`config.mk`:
```
export PLATFORM = sky130hd
export DESIGN_NAME = bram_sp64x8
export DESIGN_NICKNAME = d
export VERILOG_FILES = /design/src/rtl/bram_pkg.sv /design/src/rtl/bram_out_pipe.sv /design/src/rtl/bram_sp64x8.sv
export SDC_FILE = /design/constraint.sdc
export NUM_CORES = 1
export LEC_CHECK = 0
export BUFFER_PORTS_ARGS = -buffer_cell sky130_fd_sc_hd__buf_2
export CAP_MARGIN = 30
export CORE_MARGIN = 4
export CORE_UTILIZATION = 46
export CTS_CLUSTER_DIAMETER = 40
export CTS_CLUSTER_SIZE = 24
export DETAILED_ROUTE_END_ITERATION = 8
export GPL_ROUTABILITY_DRIVEN = 0
export HOLD_SLACK_MARGIN = 0.05
export PLACE_DENSITY = 0.62
export SYNTH_ARGS = -nofsm -noshare
export SYNTH_HDL_FRONTEND = slang
export SYNTH_HIERARCHICAL = 1
export SYNTH_SLANG_ARGS = --single-unit
```
`constraint.sdc`:
```
create_clock -name BRAM_PORTA_0_clk -period 3.4 [get_ports BRAM_PORTA_0_clk]
set_input_delay 0.34 -clock BRAM_PORTA_0_clk [delete_from_list [all_inputs] [get_ports BRAM_PORTA_0_clk]]
set_output_delay 0.34 -clock BRAM_PORTA_0_clk [all_outputs]
set_load 0.01 [all_outputs]
```
`src/rtl/bram_pkg.sv`:
```
// Shared types and default geometry for the single-port block RAM.
package bram_pkg;

  typedef enum logic [1:0] {
    WRITE_FIRST,
    READ_FIRST,
    NO_CHANGE
  } write_mode_e;

  localparam int unsigned DefAddrWidth   = 6;
  localparam int unsigned DefDataWidth   = 8;
  localparam int unsigned DefReadLatency = 2;

endpackage

```
`src/rtl/bram_out_pipe.sv`:
```
// Resettable read-data pipeline: stage-1 array register plus an optional output register.
module bram_out_pipe
  import bram_pkg::*;
#(
  parameter int unsigned DATA_WIDTH   = DefDataWidth,
  parameter int unsigned READ_LATENCY = DefReadLatency
) (
  input  logic                  clk,
  input  logic                  rst_n,
  input  logic                  load,
  input  logic [DATA_WIDTH-1:0] word,
  output logic [DATA_WIDTH-1:0] dout
);

  logic [DATA_WIDTH-1:0] stage1_q;

  // load=0 keeps the previous word (NO_CHANGE write cycles)
  always_ff @(posedge clk) begin
    if (!rst_n) begin
      stage1_q <= '0;
    end else if (load) begin
      stage1_q <= word;
    end
  end

  if (READ_LATENCY == 2) begin : g_out_reg
    logic [DATA_WIDTH-1:0] out_q;

    always_ff @(posedge clk) begin
      if (!rst_n) begin
        out_q <= '0;
      end else begin
        out_q <= stage1_q;
      end
    end

    assign dout = out_q;
  end else begin : g_no_out_reg
    assign dout = stage1_q;
  end

endmodule

```
`src/rtl/bram_sp64x8.sv`:
```
// Single-port synchronous block RAM with shared read/write address and configurable
// write-cycle read behaviour; one half of the ping-pong double buffer.
module bram_sp64x8
  import bram_pkg::*;
#(
  parameter int unsigned ADDR_WIDTH   = DefAddrWidth,
  parameter int unsigned DATA_WIDTH   = DefDataWidth,
  parameter int unsigned READ_LATENCY = DefReadLatency,
  parameter write_mode_e WRITE_MODE   = WRITE_FIRST
) (
  input  logic                  BRAM_PORTA_0_clk,
  input  logic                  BRAM_PORTA_0_rst_n,
  input  logic                  BRAM_PORTA_0_we,
  input  logic [ADDR_WIDTH-1:0] BRAM_PORTA_0_addr,
  input  logic [DATA_WIDTH-1:0] BRAM_PORTA_0_din,
  output logic [DATA_WIDTH-1:0] BRAM_PORTA_0_dout
);

  localparam int unsigned DEPTH = 2 ** ADDR_WIDTH;

  if (!(READ_LATENCY inside {1, 2})) begin : g_bad_latency
    $error("bram_sp64x8: READ_LATENCY must be 1 or 2");
  end
  if (!(WRITE_MODE inside {WRITE_FIRST, READ_FIRST, NO_CHANGE})) begin : g_bad_mode
    $error("bram_sp64x8: illegal WRITE_MODE");
  end

  // Configuration-time zero image; reset never touches the array.
  logic [DATA_WIDTH-1:0] mem [DEPTH] = '{default: '0};

  logic [DATA_WIDTH-1:0] rd_word;
  logic                  rd_load;

  always_ff @(posedge BRAM_PORTA_0_clk) begin
    if (BRAM_PORTA_0_rst_n && BRAM_PORTA_0_we) begin
      mem[BRAM_PORTA_0_addr] <= BRAM_PORTA_0_din;
    end
  end

  always_comb begin
    rd_word = mem[BRAM_PORTA_0_addr];
    rd_load = 1'b1;
    if (BRAM_PORTA_0_we) begin
      case (WRITE_MODE)
        WRITE_FIRST: rd_word = BRAM_PORTA_0_din;
        NO_CHANGE:   rd_load = 1'b0;
        default:     ;
      endcase
    end
  end

  bram_out_pipe #(
    .DATA_WIDTH  (DATA_WIDTH),
    .READ_LATENCY(READ_LATENCY)
  ) u_out_pipe (
    .clk  (BRAM_PORTA_0_clk),
    .rst_n(BRAM_PORTA_0_rst_n),
    .load (rd_load),
    .word (rd_word),
    .dout (BRAM_PORTA_0_dout)
  );

endmodule

```
Word level (Yosys, flattened, before mapping)
Memories as Yosys holds them, arrays and structs flattened. A register that Yosys moved wholly into a read port is not among the register bits.
Index checks and enable logic that the tools add are counted.

operators by class
  mux-type cells = 2
  reductions and logical operators = 2

operators with widths
  kind                 number
  $mux W1              2
  $logic_and A1 B1 Y1  1
  $logic_not A1 Y1     1

word-level totals
  bits in registers = 8
  logic and storage cells = 6
  RAM bits = 512
  memories kept = 1

memories
  memory  words  bits a word  rd ports  clocked after memory_dff  wr ports  line               source
  mem     64     8            1         1                         1         bram_sp64x8.sv:29  logic [DATA_WIDTH-1:0] mem [DEPTH] = '{default: '0};

Longest topological paths before layout
Gate-level depths: netlist (run 1).

  depth in word-level cells = 3
  gate-level depth with buffers = 12
  depth with buffers taken out = 7

Hierarchy
Netlist (run 1), hierarchy kept.

by module, submodules not included
  module         cells each  area an instance (um^2)  instances
  bram_sp64x8    1163        20450.9                  1
  bram_out_pipe  42          516.7                    1

Worst setup path before layout (run 1)
Ideal clock, no wire load.

  path kind = input to register
  start point = input BRAM_PORTA_0_addr[2]
  end point = memory mem[10][0] (netlist bit), enable pin
  cell stages on the path = 8
  slack = 1066 ps
  buffers on the path = 5
  arrival time = 1964 ps
  required time = 3030 ps
  setup time = 370 ps
  cells stage by stage = buf_4 > buf_2 > buf_2 > buf_2 > buf_2 > nor2_1 > nand2_1 > nor2_1

RTL lines
  item         line               source
  from (decl)  bram_sp64x8.sv:14  input logic [ADDR_WIDTH-1:0] BRAM_PORTA_0_addr,
  to (decl)    bram_sp64x8.sv:29

Straight into the memory's write port.

==> metrics.txt, run 1 <==
synth unique cells 66; Syn-to-layout area delta 19.1%; DR vias/cell 6.07; Post-synth EDFFs 512; Worst Path Arrival 3.03 ns; WL/cell 28.2 microns; maximum clock rate 0.398 GHz; Comb power frac 4.9%; Max VDD drop 462 uV; first-pass GRT wire length 82.9 mm; setup TNS 0 ns; Port Buffers 24; critical-path maximum fanout 62; io pins 25; HP Class input port to flop; YS warnings 6; Worst R2R Start mem[47][1]$_DFFE_PP_; routed vias 12181; synthesized area per cell 17.4 sq um; root buf cell clkbuf_16; run status finished clean; GR Overflow Total 0; CTS Hold Bufs 0; Lkg Pwr 8.48 nW; Clock Skews 0.0338 ns; Die ar. 0.0491 sq mm; worst hold start BRAM_PORTA_0_rst_n; worst-margin pin slew 1.03 ns; commonest non-fill, non-tap cell in the layout edfxtp_1; Most used DFF post-synth edfxtp_1; Net Sw Frac 22.5%; max-slew violation count 0; largest net degree at the start of global routing 63; RSZ-0062 raised after global routing false; Internal Pwr Total 12.1 mW; final setup fails 0; CTS tree yes; Initial Util 47.0%; Mapped Nets 1222; Tcrit/Tclk final 73.8%; Critical Path Sink Type flop; CP Cell Sequence buf_6 > buf_4 > mux2i_1 > a22o_1 > a2111oi_0 > a2111oi_0 > a32oi_1 > mux2i_1 > nor2b_1; Sw Pwr 3.50 mW; share of layout cells above drive strength 1 25.8%; # Post-CTS Setup Buffers 0; total CTS buffers 69; NumNets Final 1376; DIE WIDTH 222 microns; Async S/R FF share, synth 0%; data required time of the critical path 3.92 ns; CP Class input port to flop; CP startpoint kind input port; total routed wirelength 56.5 mm; Max H-tree Level 3; core box area 0.0446 sq mm; mapped cell area 0.0210 sq mm; CP max stage delay 0.88 ns; pwr dens 624 mW/mm^2; # rows 77; Skew-Pair Late Insertion Delay 0.61 ns; number of remaining DRC errors 0; Synth Instances 1205; Clock Tree Buf Depth 3; TritonRoute pass-1 iters 6; Inst Count DP 1880; Non-Filler Instances 2007; relative slew slack 29.8%; ANT nets after route 0; DR iter-0 viols 1660; final hold violation count 0; sequential fraction of the synthesis area 74.9%; Seq cells post-synth 528; Worst path slowest cell a2111oi_0; hpwl dp 35.7 mm; most frequent cells in the layout edfxtp_1 (512), buf_4 (137), mux2i_1 (82); Worst Setup SP BRAM_PORTA_0_addr[2]; clk slew on worst S/H paths 0.06 ns; post_cts resized 0; clock sink count 528; GRT Util Overall 22.8%; Tmin final 2.51 ns; vias in the first global route 12263; Die Y 222 microns; FILL cells 3454; Flop pwr share 46.2%; Max-cap violations 0; initial antenna violation count 7; clock share of power 48.9%
area by class of cell:
class                           instances  area [sq um]  share of cell area, %
Tap cell                              592           741                   2.97
Clock inverter                         52           664                   2.66
Multi-Input combinational cell        587          4830                   19.4
Timing Repair Buffer                  163          1200                   4.81
Sequential cell                       528         15700                   62.9
Clock buffer                           74          1800                   7.20
Inverter                               10          37.5                  0.150
Antenna cell                            1          2.50                 0.0100
routing by layer:
| metal | global-route usage (%) | vias to the layer above | wire (microns) |
|---|---|---|---|
| met3 | 5.96 | 127 | 5480 |
| li1 | - | 5205 | - |
| met1 | 32.0 | 6215 | 23200 |
| met2 | 34.7 | 628 | 25800 |
| met5 | 0 | - | 24 |
| met4 | 8.50 | 6 | 1990 |
path summary, 6_finish.rpt:
path | endpoint | slack, ns | cells after the start
max | u_out_pipe/stage1_q[6]$_SDFFE_PN0P_ | 0.89 | 9
min | u_out_pipe/stage1_q[4]$_SDFFE_PN0P_ | 0.18 | 2
max reg2reg | u_out_pipe/stage1_q[1]$_SDFFE_PN0P_ | 0.96 | 7
min reg2reg | u_out_pipe/dout[7]$_SDFF_PN0_ | 0.51 | 1
synthesized netlist by cell type, drive strengths merged, types with 3 or more instances:
master / count / area [sq um]
a21oi: 24 / 120
nand3: 11 / 55.1
nand3b: 7 / 52.6
nand2: 45 / 169
nor3b: 7 / 52.6
o2bb2ai: 7 / 61.3
a211o: 4 / 35.0
and2: 12 / 75.1
a22oi: 37 / 278
buf: 53 / 309
or3b: 5 / 43.8
edfxtp: 512 / 15400
o21ai: 19 / 95.1
nor3: 5 / 25.0
a32oi: 10 / 87.6
dfxtp: 16 / 320
mux4: 38 / 878
nand2b: 10 / 62.6
nor4: 3 / 18.8
nor2: 75 / 287
a2111oi: 3 / 26.3
mux2: 39 / 439
a31oi: 16 / 100
mux2i: 82 / 821
inv: 10 / 37.5
nor2b: 16 / 100
a221o: 9 / 90.1
o211ai: 5 / 37.5
o22ai: 10 / 62.6
a22o: 6 / 52.6
a211oi: 5 / 37.5
a221oi: 33 / 289
clkbuf: 27 / 101
and3b: 7 / 61.3
and3: 6 / 37.5
power by group through the flow:
stage	Combinational, mW	Clock, mW	Sequential, mW
2_1_floorplan	0.402	0	7.32
3_3_place_gp	0.750	0	7.32
3_5_place_dp	0.756	0	7.32
4_1_cts	0.760	7.72	7.19
5_1_grt	0.810	8.04	7.18
6_report	0.769	7.62	7.19
metrics by stage:
stage | utilization, % | setup slack, ns | power [mW] | hold slack, ns | instance area (sq um)
2_1_floorplan | - | 1.07 | 7.72 | 0.429 | 21000
5_1_grt | 56.0 | 0.818 | 16.0 | 0.182 | 25000
6_report | 56.0 | 0.890 | 15.6 | 0.177 | 25000
3_3_place_gp | 50.4 | 0.353 | 8.07 | 0.493 | 22500
4_1_cts | 56.0 | 0.953 | 15.7 | 0.142 | 25000
3_5_place_dp | 50.5 | 0.341 | 8.08 | 0.496 | 22500
sequential cells by signal, summed over array words and instances, names as in the netlist:
register,flops
mem,512
u_out_pipe/dout,8
u_out_pipe/stage1_q,8
critical path, delay by kind of cell:
family	cells	cell delay, ns
AOI/OAI and AO/OA	4	1.54
buffers and inverters	2	0.78
muxes	2	0.18
and+or+nand+nor	1	0.14
kinds of logic (layout without fill, tap and decap cells):
family | Yosys count | count (layout) | share of synthesized area (%)
AND/OR/NAND/NOR | 217 | 217 | 5.28
flip-flops | 528 | 528 | 74.9
buffers and inverters | 90 | 299 | 2.14
AO/OA/AOI/OAI | 210 | 210 | 7.51
other | 1 | 2 | 0.0179
multiplexers | 159 | 159 | 10.2
(Power assumes the default switching activity.)
==> inputs of run 2 (changes only) <==
clock period = 2.6 ns   (was 3.4 ns; I/O delays follow)
==> run 2 against run 1 <==
Sequential share of layout area down 0.76 points. Design area is 1.2% higher. Global-route usage up 0.11 points. Critical endpoint is now u_out_pipe/stage1_q[2]$_SDFFE_PN0P_. Clock skew decreased by 0.0099 ns. Setup slack got worse by 0.75 ns. Non-clock buffer count up 40. Clock power rose by 22%. Largest cell class unchanged. Critical path depth down 2. Utilization increased by 0.69 points. Combinational power increased by 42%. Register-to-register slack got worse by 0.82 ns. Sequential power up 31%.
==> metrics.txt, run 2 (synthesis results as in run 1) <==
run status finished clean; core box area 0.0446 sq mm (unchanged); Worst path slowest cell nor4_1; Max-cap violations 0 (unchanged); Clock Skews 0.0239 ns (-0.00990 ns); # rows 77 (unchanged); ANT nets after route 0 (unchanged); final hold violation count 0 (unchanged); initial antenna violation count 0 (-7); Total Power 19.8 mW (+27%); Worst Path Arrival 2.93 ns (-0.10 ns); root buf cell clkbuf_16; CP startpoint kind flop; total routed wirelength 56.9 mm (+0.72%); critical-path maximum fanout 1 (-98%); HP Class input port to flop; R2R depth 7 (unchanged); Tcrit/Tclk final 94.6%; post_cts resized 0 (unchanged); routed vias 12425 (+2.0%); io pins 25 (unchanged); Port Buffers 24 (unchanged); TritonRoute pass-1 iters 5 (-1); worst-margin pin slew 0.876 ns (-0.150 ns); Clock Tree Buf Depth 3 (unchanged); CP Class flop to flop; total CTS buffers 68 (-1.4%); Lkg Pwr 8.67 nW (+2.2%); crit path buf inv count 0 (-2); Tmin final 2.46 ns; Max H-tree Level 3 (unchanged); Critical Path Sink Type flop; CTS Hold Bufs 1 (+1); Antenna Cells 0 (-1); # Post-CTS Setup Buffers 0 (unchanged); max-slew violation count 0 (unchanged); Die ar. 0.0491 sq mm (unchanged); largest net degree at the start of global routing 43 (-32%); Max VDD drop 512 uV (+11%); GR Overflow Total 0 (unchanged); DIE WIDTH 222 microns (unchanged); GRT Util Overall 22.9% (+0.11 points); Syn-to-layout area delta 20.6%; Placed Area 0.0230 sq mm (+2.3%); delay-heaviest family, CP simple AND/OR/NAND/NOR gates; setup TNS 0 ns (unchanged); clk slew on worst S/H paths 0.06 ns (about the same); final setup fails 0 (unchanged); first-pass GRT wire length 83.4 mm (+0.57%); vias in the first global route 12107 (-1.3%); WHS Path Cells 3 (+1); clock sink count 528 (unchanged); Design Area, Final 0.0253 sq mm (+1.2%); pwr dens 784 mW/mm^2 (+26%); Die Y 222 microns (unchanged); share of layout cells above drive strength 1 27.2% (+1.4 points); cell count along the critical path 7 (-2); RSZ-0062 raised after global routing false; hpwl dp 36.6 mm (+2.5%); CP max stage delay 0.71 ns (-0.17 ns); CTS tree yes; most frequent cells in the layout edfxtp_1 (512), buf_4 (160), mux2i_1 (82); maximum clock rate 0.407 GHz; number of remaining DRC errors 0 (unchanged); commonest non-fill, non-tap cell in the layout edfxtp_1; Skew-Pair Late Insertion Delay 0.58 ns (-0.03 ns); final core occ 56.7% (+0.69 points); NumNets Final 1415 (+2.8%); DR iter-0 viols 1872 (+13%); max reg flops 512 (unchanged); relative slew slack 41.6% (+12 points); data required time of the critical path 3.07 ns (-0.85 ns); CP Cell Sequence mux4_2 > o2bb2ai_1 > o22ai_1 > nor4_1 > a32oi_1 > mux2i_1 > nor2b_1; DR vias/cell 6.09 (+0.30%); Largest Register mem; Initial Util 47.0% (unchanged); WL/cell 27.9 microns (-0.96%)
run 2: area by class of cell:
cell class / instances / area (sq um)
Inverter: 10 / 37.5
Fill cell: 3399 / 19300
Clock buffer: 81 / 1810
Sequential cell: 528 / 15700
Clock inverter: 40 / 440
Tap cell: 592 / 741
Multi-Input combinational cell: 587 / 4830
Timing Repair Buffer: 203 / 1720
run 2: path summary, 6_finish.rpt:
check        slack, ns                                  end                           startpoint
min               0.13        u_out_pipe/dout[6]$_SDFF_PN0_                   BRAM_PORTA_0_rst_n
min reg2reg       0.51        u_out_pipe/dout[3]$_SDFF_PN0_  u_out_pipe/stage1_q[3]$_SDFFE_PN0P_
max               0.14  u_out_pipe/stage1_q[2]$_SDFFE_PN0P_                  mem[8][2]$_DFFE_PP_
max reg2reg       0.14  u_out_pipe/stage1_q[2]$_SDFFE_PN0P_                  mem[8][2]$_DFFE_PP_
run 2: power by group:
part	leakage (nW)	switching, mW	internal [mW]
clock network	1.10	3.64	5.67
logic	2.84	0.681	0.413
registers	4.73	0.0202	9.38
total	8.67	4.34	15.5
run 2: per-layer routing:
| layer | up-vias | global-route usage, % | part of all wire [%] |
|---|---|---|---|
| met5 | - | 0 | 0 |
| met3 | 113 | 4.28 | 7.9 |
| met4 | 0 | 7.46 | 2.8 |
| li1 | 5285 | - | - |
| met2 | 612 | 34.9 | 46 |
| met1 | 6415 | 33.9 | 43 |
run 2: stage by stage:
| step | cells | hold slack (ns) | worst slack [ns] |
|---|---|---|---|
| after floorplan | 1205 | 0.359 | 0.346 |
| after global placement | 1919 | 0.498 | -0.159 |
| after detailed placement | 1919 | 0.495 | -0.232 |
| after CTS | 2041 | 0.108 | 0.304 |
| after global routing | 2041 | 0.134 | 0.139 |
| final | 2041 | 0.135 | 0.141 |
run 2: worst min-delay path, cell delays in order:
cell and delay, ns:
buf_2 0.09, buf_4 0.20, and2_1 0.14
